[src/rtl/fnd_pkg.sv]
`default_nettype none
// +----------------------------------------------------------------------+
// | Module      : fnd_pkg                                                |
// | Description : Shared register offsets, control-bit indices and APB   |
// |               handshake states for the FND control register block.   |
// | Revision    : 1.0 - initial release                                  |
// +----------------------------------------------------------------------+
package fnd_pkg;

   // Byte offsets of the word-aligned registers
   localparam logic [3:0] FCR_OFS = 4'h0;
   localparam logic [3:0] FDR_OFS = 4'h4;
   localparam logic [3:0] FSR_OFS = 4'h8;

   // Word indices (paddr[3:2]) derived from the byte offsets
   localparam logic [1:0] FCR_IDX = FCR_OFS[3:2];
   localparam logic [1:0] FDR_IDX = FDR_OFS[3:2];
   localparam logic [1:0] FSR_IDX = FSR_OFS[3:2];

   // FCR bit positions
   localparam int EN_BIT    = 0;
   localparam int BLINK_BIT = 1;

   // APB handshake states
   typedef enum logic [1:0] {
      IDLE = 2'd0,
      WAIT = 2'd1,
      DONE = 2'd2
   } apb_state_t;

endpackage : fnd_pkg
`default_nettype wire

[src/rtl/fnd_blink_timer.sv]
`default_nettype none
// +----------------------------------------------------------------------+
// | Module      : fnd_blink_timer                                        |
// | Description : Free-running half-period counter that toggles a blink  |
// |               phase while run is high; counter and phase are held at |
// |               zero otherwise so blinking always starts visible.      |
// | Revision    : 1.0 - initial release                                  |
// +----------------------------------------------------------------------+
module fnd_blink_timer #(
   parameter int BLINK_HALF = 50_000_000
) (
   input  logic clk,
   input  logic reset,
   input  logic run,
   output logic phase
);

   // A one-bit counter is kept even for degenerate half-periods of 1
   localparam int              c_CNT_W = (BLINK_HALF > 1) ? $clog2(BLINK_HALF) : 1;
   localparam logic [c_CNT_W-1:0] c_LAST = c_CNT_W'(BLINK_HALF - 1);

   logic [c_CNT_W-1:0] r_cnt;
   logic               r_phase;

   // Count half-periods while running; clear everything when stopped
   always_ff @(posedge clk or negedge reset) begin
      if (!reset) begin
         r_cnt   <= '0;
         r_phase <= 1'b0;
      end else if (!run) begin
         r_cnt   <= '0;
         r_phase <= 1'b0;
      end else if (r_cnt == c_LAST) begin
         r_cnt   <= '0;
         r_phase <= ~r_phase;
      end else begin
         r_cnt   <= r_cnt + 1'b1;
      end
   end

   assign phase = r_phase;

endmodule : fnd_blink_timer
`default_nettype wire

[src/rtl/apb_fnd_ctrl.sv]
`default_nettype none
// +----------------------------------------------------------------------+
// | Module      : apb_fnd_ctrl                                           |
// | Description : APB slave holding the FND display value, enable/blink  |
// |               control and a sticky overflow flag. Every transfer     |
// |               takes one wait state; writes land on the pready edge.  |
// | Revision    : 1.0 - initial release                                  |
// +----------------------------------------------------------------------+
module apb_fnd_ctrl
   import fnd_pkg::*;
#(
   parameter int ADDR_W     = 4,
   parameter int BLINK_HALF = 50_000_000,
   parameter int MAX_VAL    = 9999
) (
   input  logic              clk,
   input  logic              reset,
   input  logic              psel,
   input  logic              penable,
   input  logic              pwrite,
   input  logic [ADDR_W-1:0] paddr,
   input  logic [31:0]       pwdata,
   output logic [31:0]       prdata,
   output logic              pready,
   output logic [15:0]       fnd_value,
   output logic              fnd_blank
);

   localparam logic [15:0] c_MAX_VAL = 16'(MAX_VAL);

   apb_state_t  r_state;
   apb_state_t  w_next;

   logic        r_en;
   logic        r_blink;
   logic [15:0] r_fdr;
   logic        r_ovf;
   logic [31:0] r_prdata;

   logic        w_access;
   logic [1:0]  w_idx;
   logic        w_wr_fcr;
   logic        w_wr_fdr;
   logic        w_wr_fsr;
   logic        w_over;
   logic [31:0] w_rdata;
   logic        w_phase;
   logic        w_unused_ok;

   // Upper write-data bits and the byte-lane address bits carry no meaning here
   assign w_unused_ok = ^{pwdata[31:16], paddr};

   // Register access happens on the WAIT->DONE edge, and only if the master kept psel
   assign w_access = (r_state == WAIT) && psel;
   assign w_idx    = paddr[3:2];
   assign w_wr_fcr = w_access && pwrite && (w_idx == FCR_IDX);
   assign w_wr_fdr = w_access && pwrite && (w_idx == FDR_IDX);
   assign w_wr_fsr = w_access && pwrite && (w_idx == FSR_IDX);
   assign w_over   = pwdata[15:0] > c_MAX_VAL;

   // APB state register
   always_ff @(posedge clk or negedge reset) begin
      if (!reset) r_state <= IDLE;
      else        r_state <= w_next;
   end

   // APB next-state: one wait cycle, one pready cycle, abort if psel drops in WAIT
   always_comb begin
      w_next = r_state;
      case (r_state)
         IDLE:    if (psel && penable) w_next = WAIT;
         WAIT:    w_next = psel ? DONE : IDLE;
         DONE:    w_next = IDLE;
         default: w_next = IDLE;
      endcase
   end

   // Read-data mux; the reserved slot and unused bits read as zero
   always_comb begin
      w_rdata = '0;
      case (w_idx)
         FCR_IDX: begin
            w_rdata[EN_BIT]    = r_en;
            w_rdata[BLINK_BIT] = r_blink;
         end
         FDR_IDX: w_rdata[15:0] = r_fdr;
         FSR_IDX: w_rdata[0]    = r_ovf;
         default: w_rdata       = '0;
      endcase
   end

   // Control, data and status registers plus the captured read data
   always_ff @(posedge clk or negedge reset) begin
      if (!reset) begin
         r_en     <= 1'b0;
         r_blink  <= 1'b0;
         r_fdr    <= '0;
         r_ovf    <= 1'b0;
         r_prdata <= '0;
      end else begin
         if (w_wr_fcr) begin
            r_en    <= pwdata[EN_BIT];
            r_blink <= pwdata[BLINK_BIT];
         end
         // Out-of-range values saturate and latch the overflow flag
         if (w_wr_fdr) begin
            if (w_over) begin
               r_fdr <= c_MAX_VAL;
               r_ovf <= 1'b1;
            end else begin
               r_fdr <= pwdata[15:0];
            end
         end
         // Only one transfer is in flight, so set and clear never collide
         if (w_wr_fsr && pwdata[0]) r_ovf <= 1'b0;
         if (w_access && !pwrite)   r_prdata <= w_rdata;
      end
   end

   fnd_blink_timer #(
      .BLINK_HALF (BLINK_HALF)
   ) u_blink (
      .clk   (clk),
      .reset (reset),
      .run   (r_en && r_blink),
      .phase (w_phase)
   );

   assign prdata    = r_prdata;
   assign pready    = (r_state == DONE);
   assign fnd_value = r_fdr;
   assign fnd_blank = !r_en || (r_blink && w_phase);

endmodule : apb_fnd_ctrl
`default_nettype wire

[config.mk]
export PLATFORM = sky130hd
export DESIGN_NAME = apb_fnd_ctrl
export DESIGN_NICKNAME = d
export VERILOG_FILES = /design/src/rtl/fnd_pkg.sv /design/src/rtl/fnd_blink_timer.sv /design/src/rtl/apb_fnd_ctrl.sv
export SDC_FILE = /design/constraint.sdc
export NUM_CORES = 1
export LEC_CHECK = 0
export CAP_MARGIN = 0
export CORE_ASPECT_RATIO = 1.25
export CORE_UTILIZATION = 53
export CTS_BUF_LIST = sky130_fd_sc_hd__clkbuf_4 sky130_fd_sc_hd__clkbuf_8
export DETAILED_ROUTE_END_ITERATION = 8
export GPL_TIMING_DRIVEN = 0
export HOLD_SLACK_MARGIN = 0.15
export PLACE_DENSITY = 0.91
export SLEW_MARGIN = 20
export SYNTH_ARGS = -nofsm -noshare
export SYNTH_HDL_FRONTEND = slang
export SYNTH_SLANG_ARGS = --single-unit
[constraint.sdc]
create_clock -name clk -period 3.7 [get_ports clk]
set_input_delay 0.37 -clock clk [delete_from_list [all_inputs] [get_ports clk]]
set_output_delay 0.37 -clock clk [all_outputs]
set_load 0.005 [all_outputs]
Word level (Yosys, flattened, before mapping)
Index checks and enable logic that the tools add are counted.

storage, ports and cells
  flip-flop bits (word level) = 64
  input bits = 41
  output and inout port bits = 50
  word-level logic and storage cells = 50

cells by class
  $add $sub $neg = 1
  order comparisons = 1
  equal/unequal tests = 7
  muxes and demuxes = 14
  bitwise gates (word level) = 1
  reductions and logical operators = 18

operators with widths
  operator                                               count
  2-to-1 mux 26 bit                                      2
  adder 26 x 1 -> 26 bit (second input constant)         1
  equality test 26 bit (second input constant)           1
  > comparator 16 x 14 -> 1 bit (second input constant)  1
  2-to-1 mux 16 bit                                      1
  2-to-1 mux 14 bit                                      1
  logical AND 1 bit                                      10
  2-to-1 mux 1 bit                                       5
  equality test 2 x 1 -> 1 bit (second input constant)   2
  equality test 2 bit (second input constant)            2
  logical NOT 2 bit                                      2
  2-to-1 mux 2 bit                                       2
  != test 2 bit (second input constant)                  2
  one-hot mux 2 bit (2 select lines)                     1
  nonzero test 2 bit                                     2
  one-hot mux 1 bit (3 select lines)                     1
  logical NOT 1 bit                                      2
  one-hot mux 1 bit (2 select lines)                     1
  AND reduction 2 bit                                    1
  logical OR 1 bit                                       1
  inverter 1 bit                                         1

Longest topological paths before layout
Gate-level depths: netlist of run 1.

  depth after elaboration = 7
  mapped depth = 7
  mapped depth without buffers = 5

Hierarchy
From an unflattened synthesis of run 1, not the netlist that was laid out.

second synthesis, totals
  cells, all modules = 325
  area, all modules = 3200.6 µm²

by module, submodules not included
  module           instances  cells an instance  area each (µm²)  sequential area each (µm²)
  apb_fnd_ctrl     1          169                1720.4           925.9
  fnd_blink_timer  1          156                1480.2           675.6

Least setup slack after synthesis of run 1
No wires, ideal clock.

  kind = register -> register
  from = register u_blink.r_cnt[0]
  to = register u_blink.r_cnt[20]
  library setup time = 77 ps
  arrival = 1761 ps
  data required time = 3623 ps
  setup slack = 1862 ps
  cell stages (with the launch flop) = 7
  buffers on the path = 1
  period minus slack after synthesis = 1838 ps
  cell sequence = dfrtp_1 -> ha_1 -> nand3_1 -> or2_2 -> clkbuf_1 -> or4_1 -> a21oi_1

on the way
  longest elaborated chain between the ends = 3
  elaborated cells on any way between the ends = 4
  classes of those cells = 1 x add/sub; 1 x eq/ne; 2 x mux

RTL lines
  what                                                                   RTL line                                      RTL
  start: declaration                                                     fnd_blink_timer.sv:22                         logic [c_CNT_W-1:0] r_cnt;
  start signal: assignment                                               fnd_blink_timer.sv:37                         r_cnt <= r_cnt + 1'b1;
  adder 26 x 1 -> 26 bit / equality test 26 bit (equally long branches)  fnd_blink_timer.sv:37, fnd_blink_timer.sv:33
  2-to-1 mux 26 bit (*)                                                  fnd_blink_timer.sv:33                         end else if (r_cnt == c_LAST) begin
  2-to-1 mux 26 bit (*)                                                  fnd_blink_timer.sv:30                         end else if (!run) begin

Mark *: on every way between the ends. The rest lies on a longest branch, timed or not.
A chain may end at the register's enable or synchronous reset.

Worst setup path in the final report of run 1
  from = input pwdata[12]
  to = register r_fdr[7] (netlist: fnd_value[7])

on the way
  longest elaborated chain between the ends = 2

RTL lines
  what                           RTL line             RTL
  start: declaration             apb_fnd_ctrl.sv:22   input logic [31:0] pwdata,
  > comparator 16 x 14 -> 1 bit  apb_fnd_ctrl.sv:59   assign w_over = pwdata[15:0] > c_MAX_VAL;
  2-to-1 mux 16 bit              apb_fnd_ctrl.sv:107  if (w_over) begin
  end signal: assignment         apb_fnd_ctrl.sv:108  r_fdr <= c_MAX_VAL;
  end signal: assignment         apb_fnd_ctrl.sv:111  r_fdr <= pwdata[15:0];
  end: declaration               apb_fnd_ctrl.sv:36   logic [15:0] r_fdr;

Every way passes these cells.

==> impl_metrics.py, run 1 <==
metrics = {
    "global_route": {
        "antenna_found_initial": 0,
        "grtUsageTotal_pct": 25.9,
        "grt_pass1_wl_um": 12400,
        "grt_overflow_total": 0,
        "grt_pass1_vias": 2651,
        "grt_max_degree": 62,
    },
    "yosys": {
        "ys_seq_area_share_pct": 52.0,
        "synth_enable_flop_cells": 0,
        "synth_flop_cell": "dfrtp_1",
        "async_flop_share_pct": 100,
        "yosys_warnings": 0,
        "synth.distinct_cells": 41,
        "synth_area_um2": 3080,
        "yosys_register_bits": 64,
        "synth_area_per_cell_um2": 9.33,
        "synthCells": 330,
    },
    "clock_network": {
        "htreeDepth": 3,
        "clockRootBuffer": "clkbuf_8",
        "clk_latency_ns": 0.35,
        "cts_buffers": 9,
        "cts_buffer_depth": 2,
        "postCtsSetupBuffers": 0,
        "clk_pin_slew_ns": 0.08,
        "clock-sinks": 64,
        "cts-resized-gates": 0,
        "cts_tree": "done",
    },
    "timing": {
        "period_minus_slack_ns": 2.30,
        "fmax_ghz": 0.435,
        "finalSetupViolations": 0,
        "max-slew-margin-rel_pct": 36.9,
        "fin_hold_ws_ns": 0.361,
        "tns_ns": 0,
        "slew_violations": 0,
        "hold_viol_final": 0,
        "worst_pin_slew_ns": 0.934,
        "skew_ns": 0.0133,
        "timing.final.crit_share_pct": 62.2,
        "rsz0062_at_grt": "no",
    },
    "place": {
        "place_congestion": 0.845,
        "dp.cells": 465,
        "io_buffers": 55,
        "post-dp-hpwl_um": 5020,
    },
    "routing": {
        "ant_nets": 0,
        "dr.pass1.iters": 4,
        "avgViaCountPerCell": 5.62,
        "via_count": 2708,
        "route.detailed.drc": 0,
        "drtIter0Drc": 342,
        "drt-wirelength-per-cell_um": 15.1,
        "routed_wl_um": 7260,
    },
    "power_and_ir_drop": {
        "clkPwrFrac_pct": 42.4,
        "p_leak_nw": 1.67,
        "internal-power_mw": 1.32,
        "combPwrFrac_pct": 12.4,
        "ir_drop_mv": 0.359,
        "power_switching_mw": 0.405,
        "power.density_nw_per_um2": 427,
        "seqPwrFrac_pct": 45.1,
        "switching_share_pct": 23.5,
    },
    "finish": {
        "drive_gt1_share_pct": 11.2,
        "areaGrowthSynthToFinish_pct": 31.2,
        "nNetsFinal": 455,
        "mostFrequentLayoutCells": "dfrtp_1, clkdlybuf4s50_1, nand2_1",
        "final_common_cell": "dfrtp_1",
        "n_fill_cell": 350,
        "fin_cells": 482,
        "antenna_cells": 0,
    },
    "worst_setup_path": {
        "end_kind": "flip-flop",
        "crit_start": "pwdata[12]",
        "reg2reg_to": "u_blink.r_cnt[11]",
        "crit_type": "primary input to flip-flop",
        "critPathArrivalTime_ns": 2.50,
        "required_ns": 3.90,
        "endpoint": "fnd_value[7]",
        "start_kind": "primary input",
        "cp_max_fo": 10,
        "reg2reg_slack_ns": 1.44,
        "r2r_start": "u_blink.r_cnt[0]",
        "reg2reg_depth": 5,
    },
    "die": {
        "io_pins": 91,
        "rows": 30,
        "dieWidth_um": 70.2,
        "dieArea_um2": 6120,
        "core_area_um2": 5520,
        "chipHeight_um": 87.2,
        "start_util_pct": 55.8,
    },
    "min_path": {
        "hold_class": "primary input to async pin",
    },
    "run": {
        "cap_violations": 0,
    },
    "run_status": {
        "outcome": "completed",
    },
}
==> cell type report <==
cell class | instances | area, um2 | share of cell area, %
clock buffers | 10 | 131 | 3.25
repair buffers | 57 | 586 | 14.5
clock inverters | 6 | 108 | 2.66
flip-flops and latches | 64 | 1600 | 39.6
inverters | 6 | 22.5 | 0.557
well taps | 64 | 80.1 | 1.98
plain buffers | 32 | 189 | 4.67
multi-input cells | 243 | 1320 | 32.8
==> metal layers <==
metal	GRT usage, %	vias up	wire length (um)
li1	-	1279	-
met1	31.1	1312	2960
met2	43.7	103	3770
met3	6.94	14	392
met4	11.5	0	129
met5	0	-	0
==> synth_stat cells (2+ instances only) <==
library cell | count | share of area [%]
mux2i_1 | 2 | 0.65
buf_4 | 16 | 3.9
or2_2 | 3 | 0.61
mux2_2 | 2 | 0.73
clkbuf_1 | 14 | 1.7
nand3_1 | 12 | 1.9
xor2_1 | 5 | 1.4
o21ai_0 | 26 | 4.2
and4_1 | 2 | 0.57
a21oi_2 | 2 | 0.57
or4_1 | 8 | 1.9
or3_1 | 5 | 1.0
o31ai_1 | 9 | 2.2
nor3_1 | 12 | 1.9
dfrtp_1 | 64 | 52
inv_1 | 6 | 0.73
a21oi_1 | 12 | 1.9
nor4bb_1 | 2 | 0.65
nor4b_1 | 2 | 0.57
nor4_1 | 2 | 0.41
nor2_1 | 33 | 4.0
and2_1 | 4 | 0.81
nand2_1 | 53 | 6.5
xnor2_1 | 7 | 2.0
nand4_1 | 10 | 2.0
nor2b_1 | 2 | 0.41
==> critical path, cell delays in order <==
cell	delay, ns
clkdlybuf4s50_1	0.45
or2_2	0.30
o311ai_0	0.82
clkbuf_1	0.39
o21ai_0	0.17
==> timing repair <==
item / 4_1_cts / 5_1_grt
endpoints found under the setup margin: 0 / 0
hold buffers: 1 / 0
hold endpoints to repair: 64 / 0
==> worst min-delay path by stage <==
stage,to,slack (ns)
floorplan,fnd_value[0],0.07
global placement,r_state[0],0.43
detailed placement,r_state[0],0.18
CTS,r_state[1],0.37
global route,r_state[0],0.36
finish,r_state[1],0.36
==> stage by stage <==
| stage | total power [mW] | setup WS (ns) | utilization (%) | instance area, um2 |
|---|---|---|---|---|
| detailed placement | 1.00 | 1.08 | 68.7 | 3790 |
| finish | 1.73 | 1.40 | 73.2 | 4040 |
| CTS | 1.73 | 1.43 | 73.2 | 4040 |
| global placement | 0.991 | 0.295 | 68.3 | 3770 |
| floorplan | 0.863 | 1.86 | - | 3140 |
| global route | 1.79 | 1.20 | 73.2 | 4040 |
==> power groups by stage <==
stage                     Combinational (mW)  Sequential [mW]  Clock [mW]
after detailed placement               0.213            0.791           0
after CTS                              0.216            0.778       0.732
after global routing                   0.236            0.784       0.769
final                                  0.215            0.779       0.732
after floorplan                       0.0762            0.787           0
after global placement                 0.204            0.787           0
==> cell families after synthesis <==
group,share of synthesized area (%)
AND/OR/NAND/NOR,26.3
flip-flops,52.0
AO/OA/AOI/OAI,9.50
buffers and inverters,6.86
XOR/XNOR,3.41
multiplexers,1.38
adder cells (fa/ha/maj),0.406
other,0.122
==> flip-flops by register name, indices dropped and copies added, names as in the netlist <==
signal and count:
r_en 1, u_blink.r_cnt 26, r_state 2, prdata 16, u_blink.phase 1, r_ovf 1
fnd_value 16, r_blink 1
No activity file was read; power rests on OpenSTA's default activity.
==> inputs of run 2 (changes only) <==
CORE_UTILIZATION = 44   (was 53)
PLACE_DENSITY = 0.81   (was 0.91)
clock period = 2.1 ns   (was 3.7 ns; I/O delays follow)
==> impl_metrics.py, run 2 (synthesis gave the netlist of run 1 again) <==
metrics = {
    "timing": {
        "setup_ws_ns": 0.112,
        "worst_pin_slew_ns": 0.632,
        "timing.final.crit_share_pct": 94.7,
        "max-slew-margin-rel_pct": 57.2,
        "finalSetupViolations": 0,
        "rsz0062_at_grt": "no",
        "slew_violations": 0,
        "fmax_ghz": 0.503,
        "hold_viol_final": 0,
        "period_minus_slack_ns": 1.99,
        "fin_hold_ws_ns": 0.288,
        "skew_ns": 0.00736,
    },
    "place": {
        "dpl-instance-area_um2": 3820,
        "io_buffers": 55,
        "place_congestion": 0.840,
        "post-dp-hpwl_um": 5010,
        "dp.cells": 488,
        "place_ws_ns": -0.351,
    },
    "die": {
        "io_pins": 91,
        "start_util_pct": 46.3,
        "core_area_um2": 6650,
        "chipHeight_um": 95.6,
        "rows": 33,
        "dieArea_um2": 7340,
        "dieWidth_um": 76.8,
    },
    "global_route": {
        "grt_pass1_wl_um": 11600,
        "grtUsageTotal_pct": 20.5,
        "grt_max_degree": 47,
        "antenna_found_initial": 0,
        "grt_overflow_total": 0,
        "grt_pass1_vias": 2505,
    },
    "routing": {
        "drt-wirelength-per-cell_um": 13.7,
        "route.detailed.drc": 0,
        "dr.pass1.iters": 4,
        "via_count": 2614,
        "ant_nets": 0,
        "routed_wl_um": 6900,
        "drtIter0Drc": 136,
        "avgViaCountPerCell": 5.18,
    },
    "finish": {
        "largest_reg_flops": 26,
        "areaGrowthSynthToFinish_pct": 31.8,
        "fin_cells": 505,
        "fin_area_um2": 4060,
        "drive_gt1_share_pct": 12.9,
        "nNetsFinal": 455,
        "regMostFlops": "u_blink.r_cnt",
        "antenna_cells": 0,
        "final_common_cell": "dfrtp_1",
        "mostFrequentLayoutCells": "dfrtp_1, clkdlybuf4s50_1, nand2_1",
    },
    "worst_setup_path": {
        "endpoint": "u_blink.r_cnt[20]",
        "reg2reg_depth": 6,
        "start_kind": "flip-flop",
        "critPathArrivalTime_ns": 2.25,
        "crit_start": "u_blink.r_cnt[1]",
        "reg2reg_slack_ns": 0.11,
        "end_kind": "flip-flop",
        "cp_max_fo": 10,
        "reg2reg_to": "u_blink.r_cnt[20]",
        "r2r_start": "u_blink.r_cnt[1]",
        "required_ns": 2.37,
        "crit_type": "flip-flop to flip-flop",
    },
    "clock_network": {
        "htreeDepth": 3,
        "cts_buffer_depth": 2,
        "cts_tree": "done",
        "clock-sinks": 64,
        "clk_latency_ns": 0.34,
        "clk_pin_slew_ns": 0.07,
        "clockRootBuffer": "clkbuf_8",
        "cts_buffers": 9,
    },
    "min_path": {
        "hold_class": "primary input to async pin",
    },
    "power_and_ir_drop": {
        "power_mw": 2.85,
        "p_leak_nw": 1.65,
        "power.density_nw_per_um2": 703,
        "ir_drop_mv": 0.323,
    },
    "run": {
        "cap_violations": 0,
    },
    "run_status": {
        "outcome": "completed",
    },
}
[run 2: changes by cell type in the layout (fill, tap and decap cells not counted), moves of 2 or more]
cell and delta:
bufinv_16 -2, clkinvlp_4 +2, clkinv_2 -2, clkbuf_8 +2, clkbuf_1 -4, clkbuf_2 +3
[run 2: worst max-delay path, stage by stage (launching register included)]
cell,delay (ns)
dfrtp_1,0.40
ha_2,0.25
nand3_1,0.13
or2_2,0.33
clkbuf_2,0.20
or4_1,0.42
a21oi_1,0.17
[run 2: worst min-delay path by stage]
stage	end	slack, ns	cells past startpoint
after floorplan	fnd_value[0]	-0.09	0
after global placement	r_state[0]	0.43	1
after detailed placement	prdata[2]	0.11	1
after CTS	prdata[0]	0.28	2
after global routing	prdata[1]	0.30	2
final	prdata[2]	0.29	2
[run 2: timing repair]
item / in CTS / in global routing
hold buffers: 1 / 0
setup buffers: 0 / 1
setup endpoints to repair: 20 / 23
hold endpoints to repair: 64 / 0
resized for setup: 2 / 8
[run 2: metrics by stage]
stage          TNS [ns]  util (%)
2_1_floorplan         0         -
3_3_place_gp     -79.76      57.1
3_5_place_dp      -4.75      57.5
4_1_cts               0      60.9
5_1_grt               0      61.1
6_report              0      61.1
[run 2: report_power, final]
group	leakage (nW)	total [mW]	internal [mW]	switching, mW
Sequential	0.871	1.37	1.31	0.0604
Clock	0.0983	1.11	0.626	0.479
Combinational	0.685	0.379	0.222	0.157
Total	1.65	2.85	2.16	0.696
[run 2: area by class of cell]
| type | count | area, um2 |
|---|---|---|
| inverter | 6 | 22.5 |
| sequential | 64 | 1600 |
| fill | 537 | 2590 |
| tap | 87 | 109 |
| clock buffer | 12 | 159 |
| timing repair buffer | 58 | 593 |
| clock inverter | 4 | 52.6 |
| buffer | 31 | 189 |
| multi-input combinational | 243 | 1330 |
[run 2: metal layers]
layer  global-route usage (%)  vias to the layer above  share of wire (%)
met1                     22.1                     1238                 41
met4                     7.85                        0               0.38
met5                        0                        -                  0
met2                     36.9                       88                 53
met3                     7.18                        4                6.1
li1                         -                     1284                  -
